## src/rtl/cipher_cfg_loader_if.sv

```systemverilog
// Key handshake bundle between the host-side key source and the configuration
// loader. The key source is the master and the loader is the slave.
interface cipher_cfg_loader_if #(
  parameter int unsigned M = 32
) ();
  logic         key_valid;
  logic         key_ready;
  logic [M-1:0] key_data;
  logic         verify;

  modport master (
    output key_valid,
    output key_data,
    output verify,
    input  key_ready
  );

  modport slave (
    input  key_valid,
    input  key_data,
    input  verify,
    output key_ready
  );
endinterface

```

## src/rtl/cipher_cfg_loader.sv

```systemverilog
// Serial configuration master for the cipher key/seed chain. It accepts one
// M-bit key word, shifts it MSB-first into the chain, and can then re-shift
// the same word while comparing the bits returned on the chain output.
module cipher_cfg_loader #(
  parameter int unsigned M = 32
) (
  input  logic               clk,
  input  logic               rst,
  cipher_cfg_loader_if.slave key_if,
  output logic               cfg_en_o,
  output logic               cfg_d_o,
  input  logic               cfg_q_i,
  output logic               cfg_busy_o,
  output logic               done_o,
  output logic               ok_o
);

  localparam int unsigned      CNT_W    = (M > 1) ? $clog2(M) : 1;
  localparam logic [CNT_W-1:0] CNT_LAST = CNT_W'(M - 1);

  typedef enum logic [1:0] {
    ST_IDLE,
    ST_LOAD,
    ST_CHECK,
    ST_DONE
  } state_e;

  state_e           state_q, state_d;
  logic [CNT_W-1:0] cnt_q, cnt_d;
  logic [M-1:0]     key_q, key_d;
  logic             verify_q, verify_d;
  logic             mismatch_q, mismatch_d;
  logic             cfg_en_q, cfg_en_d;
  logic             cfg_d_q, cfg_d_d;
  logic             cfg_busy_q, cfg_busy_d;
  logic             done_q, done_d;
  logic             ok_q, ok_d;

  logic             accept;
  logic             last_bit;
  logic             bit_err;
  logic             shifting_next;

  assign accept   = key_if.key_valid && (state_q == ST_IDLE);
  assign last_bit = (cnt_q == CNT_LAST);
  // key_q[M-1] is the bit being driven this cycle, so it is also the bit
  // expected back from the chain while re-writing during CHECK.
  assign bit_err  = (state_q == ST_CHECK) && (cfg_q_i != key_q[M-1]);

  assign key_if.key_ready = (state_q == ST_IDLE);

  // State register; reset wins over a simultaneous key offer.
  always_ff @(posedge clk) begin
    // NOTE: every register is assigned with <= so all flops update from the
    // pre-edge values; a blocking = here would chain them within one edge.
    if (rst) begin
      state_q <= ST_IDLE;
    end else begin
      state_q <= state_d;
    end
  end

  // Next-state: IDLE -> LOAD -> (CHECK) -> DONE -> IDLE.
  always_comb begin
    // NOTE: default first, so no path through the case leaves state_d
    // unassigned and no latch is inferred.
    state_d = state_q;
    unique case (state_q)
      ST_IDLE:  if (accept) state_d = ST_LOAD;
      ST_LOAD:  if (last_bit) state_d = verify_q ? ST_CHECK : ST_DONE;
      ST_CHECK: if (last_bit) state_d = ST_DONE;
      ST_DONE:  state_d = ST_IDLE;
      default:  state_d = ST_IDLE;
    endcase
  end

  // Output and datapath next values; outputs are derived from the next state
  // so the registered pins line up with the state they belong to.
  always_comb begin
    shifting_next = (state_d == ST_LOAD) || (state_d == ST_CHECK);
    cfg_en_d      = shifting_next;
    cfg_busy_d    = shifting_next;
    done_d        = (state_d == ST_DONE);
    cfg_d_d       = 1'b0;
    ok_d          = ok_q;
    cnt_d         = cnt_q;
    key_d         = key_q;
    verify_d      = verify_q;
    mismatch_d    = mismatch_q;
    unique case (state_q)
      ST_IDLE: begin
        if (accept) begin
          key_d      = key_if.key_data;
          verify_d   = key_if.verify;
          mismatch_d = 1'b0;
          ok_d       = 1'b0;
          cnt_d      = '0;
          cfg_d_d    = key_if.key_data[M-1];
        end
      end
      ST_LOAD, ST_CHECK: begin
        // Rotate left: after M shifts the word is back in place for CHECK.
        key_d      = {key_q[M-2:0], key_q[M-1]};
        cnt_d      = last_bit ? '0 : cnt_q + CNT_W'(1);
        mismatch_d = mismatch_q | bit_err;
        if (shifting_next) cfg_d_d = key_q[M-2];
        // The final CHECK compare lands on the same edge that enters DONE.
        if (state_d == ST_DONE) ok_d = verify_q ? !(mismatch_q | bit_err) : 1'b1;
      end
      ST_DONE: ;
      default: ;
    endcase
  end

  // Control, counter and registered outputs.
  always_ff @(posedge clk) begin
    if (rst) begin
      cnt_q      <= '0;
      verify_q   <= 1'b0;
      mismatch_q <= 1'b0;
      cfg_en_q   <= 1'b0;
      cfg_d_q    <= 1'b0;
      cfg_busy_q <= 1'b0;
      done_q     <= 1'b0;
      ok_q       <= 1'b0;
    end else begin
      cnt_q      <= cnt_d;
      verify_q   <= verify_d;
      mismatch_q <= mismatch_d;
      cfg_en_q   <= cfg_en_d;
      cfg_d_q    <= cfg_d_d;
      cfg_busy_q <= cfg_busy_d;
      done_q     <= done_d;
      ok_q       <= ok_d;
    end
  end

  // Key shift register.
  always_ff @(posedge clk) begin
    // NOTE: the key word is pure datapath, loaded on every accept before it
    // is used, so it carries no reset.
    key_q <= key_d;
  end

  assign cfg_en_o   = cfg_en_q;
  assign cfg_d_o    = cfg_d_q;
  assign cfg_busy_o = cfg_busy_q;
  assign done_o     = done_q;
  assign ok_o       = ok_q;

endmodule

```

## src/flat_wrapper.sv

```systemverilog
// flat-port wrapper written by rule: the top's interface ports become plain ports
module cipher_cfg_loader_flat 
#(
  parameter int unsigned M = 32
)
  (clk, rst, cfg_en_o, cfg_d_o, cfg_q_i, cfg_busy_o, done_o, ok_o, key_if_key_valid, key_if_key_data, key_if_verify, key_if_key_ready);
  cipher_cfg_loader_if #(.M(M)) key_if_i ();
  input  logic clk;
  input  logic rst;
  output logic cfg_en_o;
  output logic cfg_d_o;
  input  logic cfg_q_i;
  output logic cfg_busy_o;
  output logic done_o;
  output logic ok_o;
  input wire logic [$bits(key_if_i.key_valid)-1:0] key_if_key_valid;
  input wire logic [$bits(key_if_i.key_data)-1:0] key_if_key_data;
  input wire logic [$bits(key_if_i.verify)-1:0] key_if_verify;
  output wire logic [$bits(key_if_i.key_ready)-1:0] key_if_key_ready;
  assign key_if_i.key_valid = key_if_key_valid;
  assign key_if_i.key_data = key_if_key_data;
  assign key_if_i.verify = key_if_verify;
  assign key_if_key_ready = key_if_i.key_ready;
  cipher_cfg_loader #(.M(M)) u_core (.clk(clk), .rst(rst), .key_if(key_if_i), .cfg_en_o(cfg_en_o), .cfg_d_o(cfg_d_o), .cfg_q_i(cfg_q_i), .cfg_busy_o(cfg_busy_o), .done_o(done_o), .ok_o(ok_o));
endmodule
```

## config.mk

```make
export PLATFORM = sky130hd
export DESIGN_NAME = cipher_cfg_loader_flat
export DESIGN_NICKNAME = d
export VERILOG_FILES = /design/src/rtl/cipher_cfg_loader_if.sv /design/src/rtl/cipher_cfg_loader.sv /design/src/flat_wrapper.sv
export SDC_FILE = /design/constraint.sdc
export NUM_CORES = 1
export LEC_CHECK = 0
export CAP_MARGIN = 20
export CORE_MARGIN = 2
export CORE_UTILIZATION = 45
export CTS_CLUSTER_DIAMETER = 120
export DETAILED_ROUTE_END_ITERATION = 16
export MAX_ROUTING_LAYER = met4
export PLACE_DENSITY = 0.69
export SLEW_MARGIN = 5
export SYNTH_ARGS = -nofsm -noshare
export SYNTH_HDL_FRONTEND = slang
export SYNTH_SLANG_ARGS = --single-unit
```

## constraint.sdc

```tcl
create_clock -name clk -period 2.7 [get_ports clk]
set_input_delay 0.54 -clock clk [delete_from_list [all_inputs] [get_ports clk]]
set_output_delay 0.54 -clock clk [all_outputs]
set_load 0.03 [all_outputs]
```

==> run metrics, run 1 <==
run status finished clean; Min-Delay Endpoint u_core.cnt_q[1]$_SDFFE_PP0P_; Reg clk slew, reported paths about 0.080 ns; Vias/cell slightly above 5; vias in the first global route 1397; worst rel slew slack between 60% and 70%; synthesis-to-layout area growth 26.4%; die area about 5600 um^2; # diodes 0; hold_buf cts 0; crit end category output port; Worst path slowest cell clkdlybuf4s50_1; leading area contributor after synthesis edfxtp_1; met1 usage a little under a fifth; hold wc startpoint u_core.cnt_q[1]$_SDFFE_PP0P_; Die Ht between 70 and 80 um; XOR/XNOR Fraction of Synth Area 0.385%; sequential power share around 49%; async set-reset flop share out of synthesis 0%; power density over the cells about 630 nW/um^2; CP max FO 7; worst r2r src u_core.cnt_q[0]$_SDFFE_PP0P_; Adder-Cell Fraction of Synth Area slightly below 5%; root cell of the clock tree clkbuf_8; final worst setup slack 0.404 ns; final core utilization around 60%; Final Max Slew Viols 0; Logic pwr share 23.2%; largest family of logic cells by synthesized area multiplexers; # rows 25; Total Wirelength about 4.0 mm; Avg WL per Cell between 15 and 20 um; CTS Buffer Depth 2; Tcrit/Tclk final a little under nine tenths; Setup WS pre-CTS approximately 0.45 ns; post-route ant nets 0; simple-gate portion of the synthesized area between 8 and 9%; sw frac 24.2%; internal power 1380 uW; fin crit period about 2.3 ns; reg2reg setup slack between 0.4 and 0.5 ns; most common flop cell mapped by yosys edfxtp_1; Clock Power Share between 20% and 30%; mux cell area share after synthesis 20.2%; Synth Instances approximately 150; Tightest Hold Check Type reg2reg; final hold violations 0; Post-DP HPWL about 2.9 mm; largest net degree at the start of global routing 29; max incr delay on CP between 0.6 and 0.7 ns; sequential share of the synthesized area ~54%; Chip Width around 75 um; Remaining DRCs 0; leakage roughly 0.0011 uW; Resize count post-CTS 0; worst-path cell chain inv_1 -> ha_2 -> clkdlybuf4s50_1; Critical Path Source Type register; Top Usage Layer GRT met2; GR Overflow Total 0; layout cell share with drive strength beyond 1 about 28%; TNS Setup 0 ns; # setup viols final 0; synthesized area per cell between 10 and 15 um^2; Compound-Gate Fraction of Synth Area just over 8%; first-pass GRT wire length roughly 6.5 mm; IO Count 43; hold path depth 2; Post-CTS Setup Bufs 0; R2R cell count 10; GR Util met3 between 3 and 4%; PortBufs 42; Max VDD drop ~0.00038 V; gp weighted congestion roughly 0.9; top cells by area, synth edfxtp_1, mux2_4, dfxtp_1; Max Clock Skew 0.00730 ns; reg2reg end u_core.ok_o$_SDFFE_PP0P_; synthesis-stage register bit count between 40 and 50; Netlist Area Pre-Place about 2300 um^2; drt first pass iters 4; CTS tree built; Synth warnings 0; worst slew pin tran approximately 0.45 ns; most frequent cell after synthesis edfxtp_1; syn_nets ~200; Sw Pwr around 440 uW; RSZ-0062 raised after global routing false; CP startpoint u_core.state_q[0]$_SDFF_PP0_; area share of the largest cell type after synthesis a little over two fifths; Max H-tree Level 2; Core Area 4790 um^2; Post-synth EDFFs 32; initial antenna violation count 0; DR iter-0 viols 89; max frequency 435 MHz; post-synthesis cell type count 44; via count between 1000 and 1500; Worst-Skew Late Latency 0.30 ns; most instantiated cells after synthesis edfxtp_1, mux2_4, dfxtp_1; Setup Crit Path Kind reg2out; Initial Util 47.5%; TritonCTS Buffers 5; arrival time worst endpoint 1.76 ns; Sink Count 45; GRT Total Usage 15.9%; # nets final ~250; Critical Path RT between 2 and 2.5 ns; global-route met2 utilization 26.4%; max_cap viols 0
power by group through the flow:
stage | clock network, uW | registers, uW | logic [uW]
after floorplan | 0 | 907 | 303
after global placement | 0 | 909 | 413
after detailed placement | 0 | 913 | 424
after CTS | 517 | 899 | 426
after global routing | 544 | 909 | 454
final | 503 | 898 | 423
layout make-up:
class | count | area, um^2
clock buffer | 6 | 72.6
clock inverter | 2 | 38.8
fill | 387 | 1910
inverter | 5 | 18.8
multi-input combinational | 96 | 962
sequential | 45 | 1220
tap | 67 | 83.8
timing repair buffer | 46 | 475
state kept, by name, indices dropped and copies added (netlist names):
signal             cells
u_core.verify_q        1
u_core.cfg_en_o        1
u_core.key_q          32
u_core.state_q         2
u_core.cfg_d_o         1
u_core.cnt_q           5
u_core.mismatch_q      1
u_core.done_o          1
u_core.ok_o            1
cell families (layout without fill, tap and decap cells):
kind of cell | count (synthesis) | after routing
compound gates | 24 | 24
xor+xnor | 1 | 1
fa+ha+maj | 9 | 9
buf+inv | 12 | 59
flops | 45 | 45
mux | 32 | 32
simple gates | 30 | 30
metrics by stage:
stage	total power, uW	cells	instance area, um^2	hold slack [ns]
2_1_floorplan	1210	153	2270	0.458
3_3_place_gp	1320	259	2760	0.485
3_5_place_dp	1340	259	2760	0.495
4_1_cts	1840	267	2870	0.508
5_1_grt	1910	267	2870	0.528
6_report	1820	267	2870	0.507
cell usage in the layout, fill, tap and decap left out, types with 2 or more instances in the layout:
cell,Yosys,layout
mux2_4,26,26
buf_4,2,2
nor2b_1,4,4
o21ai_1,3,3
a21oi_1,7,7
edfxtp_1,32,32
clkbuf_8,0,5
nor3_1,2,2
nand4_1,3,3
nand2_1,3,3
nand3_1,4,4
a211oi_2,2,2
ha_1,9,8
buf_12,1,2
dfxtp_1,13,13
clkdlybuf4s50_1,0,42
mux2_2,6,6
inv_1,5,5
nor2_1,2,2
worst max-delay path, delay by kind of cell, from the launching register on:
kind	cells	cell delay (ns)
fa+ha+maj	1	0.27
buf+inv	2	0.82
flops	1	0.37
metal layers:
metal / wire (um) / vias up
li1: - / 668
met1: 1740 / 635
met2: 2000 / 47
met3: 192 / 10
met4: 80 / 0
met5: 0 / -
worst max-delay path by stage:
| stage | slack [ns] | depth (start not counted) | endpoint |
|---|---|---|---|
| 5_1_grt | 0.22 | 10 | u_core.ok_o$_SDFFE_PP0P_ |
| 3_5_place_dp | 0.45 | 10 | u_core.ok_o$_SDFFE_PP0P_ |
| 3_3_place_gp | 0.52 | 4 | u_core.key_q[21]$_DFFE_PP_ |
| 2_1_floorplan | 0.33 | 4 | u_core.key_q[0]$_DFFE_PP_ |
| 6_report | 0.40 | 3 | key_if_key_ready |
| 4_1_cts | 0.39 | 3 | key_if_key_ready |
No activity file was read; power rests on OpenSTA's default activity.
==> inputs of run 2 (changes only) <==
--- a/config.mk
+++ b/config.mk
@@ -9,6 +9,7 @@
 export CORE_MARGIN = 2
 export CORE_UTILIZATION = 45
 export CTS_CLUSTER_DIAMETER = 120
+export CTS_CLUSTER_SIZE = 40
 export DETAILED_ROUTE_END_ITERATION = 16
 export MAX_ROUTING_LAYER = met4
 export PLACE_DENSITY = 0.69
==> results of run 2 <==
The final DEF is identical to that of run 1; final timing and power are the same.
